**src/rtl/i2s_tx_serializer.sv**
```systemverilog
// i2s_tx_serializer: buffers one stereo pair and shifts it out MSB-first in I2S framing.
// Optional macro I2S_TX_REPEAT_EN replays the last active pair on underrun instead of sending zeros.
module i2s_tx_serializer #(
  parameter int WIDTH     = 8,
  parameter int SLOT_BITS = 16
) (
  input  logic             sck,
  input  logic             rst,
  input  logic             en,
  input  logic [WIDTH-1:0] in_left,
  input  logic [WIDTH-1:0] in_right,
  input  logic             in_valid,
  output logic             in_ready,
  output logic             ws,
  output logic             sd,
  output logic             underrun
);
  localparam int CW = $clog2(2 * SLOT_BITS);
  localparam logic [CW-1:0] LAST    = CW'(2 * SLOT_BITS - 1);
  localparam logic [CW-1:0] SLOT    = CW'(SLOT_BITS);
  localparam logic [CW-1:0] WID     = CW'(WIDTH);
  localparam logic [CW-1:0] RGT_END = CW'(SLOT_BITS + WIDTH);

  logic [CW-1:0]    cnt_q, cnt_d;
  logic             ws_q, ws_d, sd_q, sd_d, ur_q, ur_d, full_q, full_d;
  logic [WIDTH-1:0] hold_l_q, hold_l_d, hold_r_q, hold_r_d;
  logic [WIDTH-1:0] act_l_q, act_l_d, act_r_q, act_r_d;
  logic [WIDTH-1:0] sh_l, sh_r;
  logic             wrap, accept, bit_k;

  assign in_ready = ~full_q;
  assign ws       = ws_q;
  assign sd       = sd_q;
  assign underrun = ur_q;

  // Next-state: frame counter, registered ws/sd one bit behind cnt, handshake and frame reload.
  always_comb begin
    accept   = in_valid && !full_q;
    wrap     = en && (cnt_q == LAST);
    cnt_d    = (!en || wrap) ? '0 : cnt_q + 1'b1;
    sh_l     = act_l_q << cnt_q;
    sh_r     = act_r_q << (cnt_q - SLOT);
    bit_k    = (cnt_q < WID) ? sh_l[WIDTH-1] :
               (cnt_q >= SLOT && cnt_q < RGT_END) ? sh_r[WIDTH-1] : 1'b0;
    ws_d     = en && (cnt_d >= SLOT);
    sd_d     = en && bit_k;
    ur_d     = wrap && !full_q;
    hold_l_d = accept ? in_left : hold_l_q;
    hold_r_d = accept ? in_right : hold_r_q;
    full_d   = accept || (full_q && !wrap);
    act_l_d  = act_l_q;
    act_r_d  = act_r_q;
    if (wrap && full_q) begin
      act_l_d = hold_l_q;
      act_r_d = hold_r_q;
    end
`ifdef I2S_TX_REPEAT_EN
`else
    else if (wrap) begin
      act_l_d = '0;
      act_r_d = '0;
    end
`endif
  end

  // State registers, cleared asynchronously by the active-low reset.
  always_ff @(posedge sck or negedge rst) begin
    if (!rst) begin
      cnt_q    <= '0;
      ws_q     <= 1'b0;
      sd_q     <= 1'b0;
      ur_q     <= 1'b0;
      full_q   <= 1'b0;
      hold_l_q <= '0;
      hold_r_q <= '0;
      act_l_q  <= '0;
      act_r_q  <= '0;
    end else begin
      cnt_q    <= cnt_d;
      ws_q     <= ws_d;
      sd_q     <= sd_d;
      ur_q     <= ur_d;
      full_q   <= full_d;
      hold_l_q <= hold_l_d;
      hold_r_q <= hold_r_d;
      act_l_q  <= act_l_d;
      act_r_q  <= act_r_d;
    end
  end
endmodule

```
**config.mk**
```make
export PLATFORM = sky130hd
export DESIGN_NAME = i2s_tx_serializer
export DESIGN_NICKNAME = d
export VERILOG_FILES = /design/src/rtl/i2s_tx_serializer.sv
export SDC_FILE = /design/constraint.sdc
export NUM_CORES = 1
export LEC_CHECK = 0
export ABC_AREA = 1
export BUFFER_PORTS_ARGS = -buffer_cell sky130_fd_sc_hd__buf_4
export CAP_MARGIN = 20
export CORE_MARGIN = 8
export CORE_UTILIZATION = 45
export CTS_BUF_LIST = sky130_fd_sc_hd__clkbuf_8
export CTS_CLUSTER_DIAMETER = 30
export DETAILED_ROUTE_END_ITERATION = 8
export GPL_ROUTABILITY_DRIVEN = 1
export HOLD_SLACK_MARGIN = 0.05
export MAX_ROUTING_LAYER = met4
export PLACE_DENSITY = 0.73
export SETUP_SLACK_MARGIN = 0.2
export SLEW_MARGIN = 20
export SYNTH_ARGS = -nofsm -noshare
export SYNTH_HDL_FRONTEND = slang
export SYNTH_SLANG_ARGS = --single-unit
```
**constraint.sdc**
```tcl
create_clock -name sck -period 1.89 [get_ports sck]
set_input_delay 0.0945 -clock sck [delete_from_list [all_inputs] [get_ports sck]]
set_output_delay 0.0945 -clock sck [all_outputs]
set_load 0.005 [all_outputs]
```
==> results by group, run 1 <==
Floorplan
  – Row count: 23
  – CORE AREA: approximately 3900 um2
  – Die W: roughly 79 um
  – Die area: ~6300 um2
  – Top Ports: 24
  – Starting Density: a little under half
  – Die Y: ~79 um

Timing
  – Max_slew headroom: 67.2%
  – Worst slew pin tran: between 0.4 and 0.5 ns
  – Worst hold slack: between 0.06 and 0.07 ns
  – Setup TNS Final: 0 ns
  – Final hold viol count: 0
  – Max Slew Vio Count: 0
  – RSZ-0062 raised after global routing: false
  – Final setup violation count: 0
  – Fmax: about 640 MHz
  – Tmin final: 1.57 ns
  – Final period utilization: roughly 83%
  – Skew final: 0.00365 ns

Logic synthesis
  – Post-synth EDFFs: 0
  – Seq/Total Area, Yosys: roughly 57%
  – Synth Instances: between 150 and 200
  – Most used DFF post-synth: dfrtp_1
  – Synth Register Bits: between 40 and 50
  – Synth unique cells: 22
  – Synth Net Count: 205
  – Yosys warns: 0
  – Syn avg cell area: a little under 10 um2
  – Fraction of registers with async set or reset after synthesis: between 90% and 100%
  – Post-Syn Area: roughly 1800 um2

Worst setup path
  – Worst path depth: 7
  – CP cell instances: ha_1 > nand2_1 > nor2_1 > ha_1 > or2_1 > a21oi_1 > o21a_1
  – Critical Path Most Common Cell: ha_1
  – Setup CP Type: reg -> reg
  – Crit path arrival time: ~1.8 ns
  – Critical path origin: cnt_q[1]$_DFF_PN0_
  – Crit path launch type: register
  – Origin of the critical flop-to-flop path: cnt_q[1]$_DFF_PN0_
  – Worst path bufs/invs: 0
  – Worst Path Max Fanout: 6
  – Reg-to-Reg End: cnt_q[3]$_DFF_PN0_
  – R2R setup slack: 0.32 ns
  – Worst setup endpoint: cnt_q[3]$_DFF_PN0_
  – Delay-heaviest family, CP: simple AND/OR/NAND/NOR gates
  – Slowest stage cell on the critical path: dfrtp_2
  – CP Capture Type: register
  – Largest stage delay, worst path: about 0.42 ns
  – Worst R2R Path Depth: 7
  – Worst Path Required: roughly 2.1 ns

Place
  – Port bufs: 23
  – Detailed placement HPWL: roughly 2.2 mm
  – RD Place Congestion: slightly above 0.8

Routing
  – First DRT Iteration DRCs: 73
  – Post-route ant nets: 0
  – Vias per cell: about 4.7
  – Initial DRT Pass Iterations: 4
  – Post-Route WL: 3.36 mm
  – DRC errors left: 0
  – Avg WL per Cell: approximately 12 um
  – Total number of vias: ~1300

GRT
  – Antenna violations before repair: 0
  – First-pass GRT wire length: between 5 and 6 mm
  – Total congestion overflow: 0
  – GR Util All Layers: 12.4%
  – Vias in the first global route: 1324
  – Pin count of the biggest net entering global routing: 42

Clocking
  – CTS Buffer Depth: 2
  – H-tree levels: 2
  – Root buf cell: clkbuf_8
  – CTS buffer count: 5
  – Clock Latency Late Sink: between 0.2 and 0.3 ns
  – CTS sink cnt: between 40 and 50
  – Clock slew at reported path FFs: about 0.070 ns
  – TritonCTS clock tree: yes

Final layout
  – Post-layout net count: 252
  – Layout cells sized above 1: between 20% and 30%
  – Synthesis-to-layout area growth: 28.4%
  – Commonest non-fill, non-tap cells in the layout: 40 x dfrtp_1, 29 x buf_4, 28 x nand2_1, 23 x inv_1, 20 x nand3_1
  – ANT cells: 0
  – Final Util: about three fifths
  – Most common cell after layout, fill and taps aside: dfrtp_1

Power
  – Maximum vdd drop: 0.513 mV
  – Power, Total: roughly 0.0016 W
  – Lkg Pwr: ~1.2 nW
  – Cell Pwr Density: ~680 nW/um2

Flow run
  – Max-Cap Viols: 0

Outcome
  – Run status: complete, no violations

Hold path
  – Hold Path Stages: 3
  – Hold Crit Class: in -> reg
  – Hold path start: in_left[5]
flip-flops by register name, summed over array words and instances, names as in the netlist:
name      cells
act_r_q       8
underrun      1
hold_l_q      8
cnt_q         5
ws            1
full_q        1
act_l_q       8
hold_r_q      8
sd            1
layout make-up:
class | count | area [um2]
Sequential cell | 41 | 1030
Timing Repair Buffer | 46 | 398
Clock inverter | 1 | 3.75
Fill cell | 336 | 1620
Inverter | 28 | 108
Tap cell | 50 | 62.6
Timing Repair inverter | 1 | 7.51
Clock buffer | 6 | 82.6
Multi-Input combinational cell | 107 | 633
tightest hold or removal path: stages:
cell and delay, ns:
buf_4 0.08, nor2_1 0.03, a21oi_1 0.11
synth_stat cells (2+ instances only):
cell type  number  share of area [%]
o21ai_1         3               0.83
a21oi_1         6                1.7
o22ai_1         3                1.0
nand2_1        29                6.0
dfrtp_1        41                 57
mux2_4         11                9.1
o21ai_0        11                3.0
inv_1          22                4.6
ha_1            2                1.4
nor2_1         17                3.5
nand3_1        20                5.5
buf_2           3               0.83
inv_2           6                1.2
routing by layer:
layer | track usage (%) | part of all wire [%] | vias to the layer above | wire length (um)
met2 | 18.0 | 45 | 30 | 1520
met3 | 3.94 | 5.2 | 8 | 174
met1 | 14.5 | 47 | 613 | 1590
li1 | - | - | 674 | -
met5 | - | 0 | - | 0
met4 | 7.78 | 2.4 | 0 | 81
kinds of logic after synthesis:
| logic type | synth area share, % |
|---|---|
| AOI/OAI and AO/OA | 6.98 |
| adders and majority gates | 1.38 |
| buffers and inverters | 8.71 |
| DFF | 56.7 |
| muxes | 9.75 |
| and+or+nand+nor | 16.5 |
repair_timing:
action / in CTS / in global routing
endpoints found under the hold margin: 56 / 0
hold buffers: 16 / 0
buffers inserted: 1 / 3
resized for setup: 1 / 3
endpoints found under the setup margin: 7 / 17
gates cloned: 0 / 1
power by group:
group	internal (W)	switching (W)	total (W)
sequential	0.000885	0.00000534	0.000890
combinational	0.0000712	0.0000603	0.000132
clock	0.000284	0.000276	0.000560
total	0.00124	0.000342	0.00158
worst min path at each step:
stage	endpoint	slack, ns
2_1_floorplan	act_l_q[0]$_DFFE_PN0P_	-0.20
3_3_place_gp	hold_r_q[7]$_DFFE_PN0P_	0.1
3_5_place_dp	hold_l_q[6]$_DFFE_PN0P_	0.1
4_1_cts	hold_l_q[5]$_DFFE_PN0P_	0.06
5_1_grt	hold_l_q[5]$_DFFE_PN0P_	0.05
6_report	hold_l_q[5]$_DFFE_PN0P_	0.06
per-stage QoR:
step / setup slack [ns] / std cells / area (um2)
finish: 0.321 / 280 / 2320
global route: 0.200 / 280 / 2320
CTS: 0.220 / 276 / 2280
detailed placement: 0.139 / 252 / 2010
global placement: 0.246 / 252 / 2010
floorplan: 0.365 / 183 / 1810
Note: power is estimated with default switching activity, not from simulation.
==> run 2: changes to the inputs <==
- ABC_AREA: 1 -> 0
- clock period: 1.89 -> 1.5 ns (I/O delays scaled with it)
==> results by group, run 2 <==
Floorplan
  – Die Y: 78.1 um (was 79.4 um)
  – Die area: 6090 um2 (was 6310 um2)
  – Top Ports: 24 (unchanged)
  – Die W: 78.1 um (was 79.4 um)
  – Starting Density: 47.0% (was 45.9%)
  – CORE AREA: 3690 um2 (was 3940 um2)
  – Row count: 22 (was 23)

Hold path
  – Hold Crit Class: in -> async (was in -> reg)

Timing
  – Setup TNS Final: 0 ns (unchanged)
  – Final period utilization: 99.7% (was 83.0%)
  – Setup slack after layout: 0.00393 ns (was 0.321 ns)
  – Max_slew headroom: 68.5% (was 67.2%)
  – RSZ-0062 raised after global routing: true (was false)
  – Tmin final: 1.50 ns (was 1.57 ns)
  – Final setup violation count: 0 (unchanged)
  – Final hold viol count: 0 (unchanged)
  – Worst slew pin tran: 0.461 ns (was 0.493 ns)
  – Skew final: 0.00606 ns (was 0.00365 ns)
  – Max Slew Vio Count: 0 (unchanged)
  – Fmax: 668 MHz (was 638 MHz)

Final layout
  – Post-route insts no fill: 246 (was 280)
  – ANT cells: 0 (unchanged)
  – Layout cells sized above 1: 33.8% (was 24.8%)
  – Most common cell after layout, fill and taps aside: dfrtp_1 (unchanged)
  – Synthesis-to-layout area growth: 34.6% (was 28.4%)
  – Post-layout net count: 221 (was 252)
  – Commonest non-fill, non-tap cells in the layout: 41 x dfrtp_1, 32 x nand2_1, 30 x buf_4, 18 x dlygate4sd3_1, 16 x mux2_2 (was 40 x dfrtp_1, 29 x buf_4, 28 x nand2_1, 23 x inv_1, 20 x nand3_1)

GRT
  – Pin count of the biggest net entering global routing: 42 (unchanged)
  – First-pass GRT wire length: 5.63 mm (was 5.89 mm)
  – Total congestion overflow: 0 (unchanged)
  – Vias in the first global route: 1268 (was 1324)
  – Antenna violations before repair: 0 (unchanged)
  – GR Util All Layers: 11.7% (was 12.4%)

Worst setup path
  – CP Capture Type: register (unchanged)
  – Setup CP Type: reg -> reg (unchanged)
  – Delay-heaviest family, CP: flip-flops (was simple AND/OR/NAND/NOR gates)
  – CP cell instances: ha_2 > and3_1 > ha_4 > nand2_4 > buf_12 > a21o_1 (was ha_1 > nand2_1 > nor2_1 > ha_1 > or2_1 > a21oi_1 > o21a_1)
  – Largest stage delay, worst path: 0.42 ns (about the same)
  – Crit path launch type: register (unchanged)
  – Worst Path Required: 1.68 ns (was 2.13 ns)
  – R2R setup slack: 0.004 ns (was 0.32 ns)
  – Worst path bufs/invs: 1 (was 0)
  – Worst R2R Path Depth: 6 (was 7)
  – Origin of the critical flop-to-flop path: cnt_q[1]$_DFF_PN0_ (unchanged)
  – Crit path arrival time: 1.67 ns (was 1.81 ns)
  – Slowest stage cell on the critical path: dfrtp_1 (was dfrtp_2)
  – Worst Path Max Fanout: 17 (was 6)
  – Reg-to-Reg End: full_q$_DFF_PN0_ (was cnt_q[3]$_DFF_PN0_)

Power
  – Lkg Pwr: 1.09 nW (was 1.21 nW)
  – Maximum vdd drop: 0.838 mV (was 0.513 mV)
  – Power, Total: 0.00247 W (was 0.00158 W)
  – Cell Pwr Density: 1060 nW/um2 (was 681 nW/um2)

Place
  – Cells after DPL: 218 (was 252)
  – Pre-CTS WS: -0.0131 ns (was 0.139 ns)
  – Detailed placement HPWL: 2.21 mm (was 2.22 mm)
  – RD Place Congestion: 0.822 (was 0.808)
  – Port bufs: 23 (unchanged)

Clocking
  – CTS buffer count: 5 (unchanged)
  – CTS sink cnt: 41 (unchanged)
  – CTS Buffer Depth: 2 (unchanged)
  – TritonCTS clock tree: yes (unchanged)
  – Root buf cell: clkbuf_8 (unchanged)
  – H-tree levels: 2 (unchanged)
  – Clock slew at reported path FFs: 0.07 ns (about the same)
  – Clock Latency Late Sink: 0.29 ns (about the same)

Routing
  – Total number of vias: 1196 (was 1325)
  – First DRT Iteration DRCs: 62 (was 73)
  – Initial DRT Pass Iterations: 4 (unchanged)
  – Avg WL per Cell: 13.4 um (was 12.0 um)
  – Post-Route WL: 3.29 mm (was 3.36 mm)
  – DRC errors left: 0 (unchanged)
  – Vias per cell: 4.86 (was 4.73)
  – Post-route ant nets: 0 (unchanged)

Logic synthesis
  – Synth unique cells: 30 (was 22)
  – Synth top area share: 59.2% (was 56.7%)
  – Synth cell count leaders: 41 x dfrtp_1, 33 x nand2_1, 16 x mux2_2, 16 x o21ai_0, 7 x nor2_1 (was 41 x dfrtp_1, 29 x nand2_1, 22 x inv_1)
  – Synth Net Count: 173 (was 205)
  – Post-Syn Area: 1730 um2 (was 1810 um2)
  – Synth Instances: 151 (was 183)
  – Synth area leaders: dfrtp_1 59%, mux2_2 10%, nand2_1 7.1%, o21ai_0 4.6%, mux4_1 1.5% (was dfrtp_1 57%, mux2_4 9.1%, nand2_1 6.0%, nand3_1 5.5%, inv_1 4.6%)
  – Leading area contributor after synthesis: dfrtp_1 (unchanged)
  – Post-synth EDFFs: 0 (unchanged)
  – Yosys warns: 0 (unchanged)
  – Most used DFF post-synth: dfrtp_1 (unchanged)
  – Fraction of registers with async set or reset after synthesis: 100% (unchanged)
  – Syn avg cell area: 11.5 um2 (was 9.89 um2)
  – Seq/Total Area, Yosys: 59.2% (was 56.7%)
  – Synth Register Bits: 41 (unchanged)
  – Most frequent cell after synthesis: dfrtp_1 (unchanged)

Flow run
  – Max-Cap Viols: 0 (unchanged)

Outcome
  – Run status: complete, no violations (unchanged)
-- run 2: cell count changes after synthesis, sizes merged, moves of 5 or more --
cell	change
mux2	+5
nand3	-18
a21oi	-5
inv	-25
nor2	-10
-- run 2: cell type report --
cell class,count,area [um2]
Inverter,3,11.3
Clock inverter,1,5.00
Multi-Input combinational cell,97,699
Fill cell,303,1360
Sequential cell,41,1030
Tap cell,48,60.1
Clock buffer,5,68.8
Timing Repair Buffer,51,462
-- run 2: kinds of logic (layout without fill, tap and decap cells) --
kind of cell,after synthesis,after routing,synth area share [%]
adders and majority gates,2,2,1.44
buffers and inverters,13,60,4.04
xor gates and xnor gates,2,2,1.01
DFF,41,41,59.2
AOI/OAI and AO/OA,19,19,5.85
and+or+nand+nor,53,53,13.4
muxes,21,21,15.0
-- run 2: how the worst max path moves through the flow --
stage / startpoint / depth (start not counted) / endpoint / slack [ns]
final: cnt_q[1]$_DFF_PN0_ / 6 / full_q$_DFF_PN0_ / 0.004
after global routing: cnt_q[1]$_DFF_PN0_ / 7 / act_r_q[6]$_DFFE_PN0P_ / -0.08
after CTS: cnt_q[0]$_DFF_PN0_ / 5 / sd$_DFF_PN0_ / -0.003
after detailed placement: cnt_q[1]$_DFF_PN0_ / 6 / act_l_q[2]$_DFFE_PN0P_ / -0.01
after global placement: cnt_q[0]$_DFF_PN0_ / 5 / sd$_DFF_PN0_ / 0.04
after floorplan: cnt_q[0]$_DFF_PN0_ / 5 / sd$_DFF_PN0_ / 0.08
-- run 2: through the flow --
stage | util, % | instance area, um2 | hold WS (ns)
finish | 63.2 | 2330 | 0.295
detailed placement | 53.2 | 1960 | 0.0808
floorplan | - | 1760 | -0.221
CTS | 61.0 | 2250 | 0.314
global route | 63.2 | 2330 | 0.354
global placement | 53.2 | 1960 | 0.0683
-- run 2: report_power, final --
part / internal, W / switching (W)
combinational: 0.000278 / 0.000173
clock: 0.000305 / 0.000323
sequential: 0.00129 / 0.000102
-- run 2: what timing repair did --
item	4_1_cts	5_1_grt
resized for setup	8	15
endpoints found under the hold margin	58	0
cloned	0	1
pin swaps	4	1
setup endpoints to repair	25	25
buffers inserted	1	2
hold buffers	18	0
-- run 2: per-layer routing --
metal  track usage (%)  wire length, um  vias to the layer above
li1                  -                -                      592
met2              18.7             1640                       27
met3              4.10              151                        6
met5                 -                0                        -
met4              4.44               50                        0
met1              13.3             1450                      571
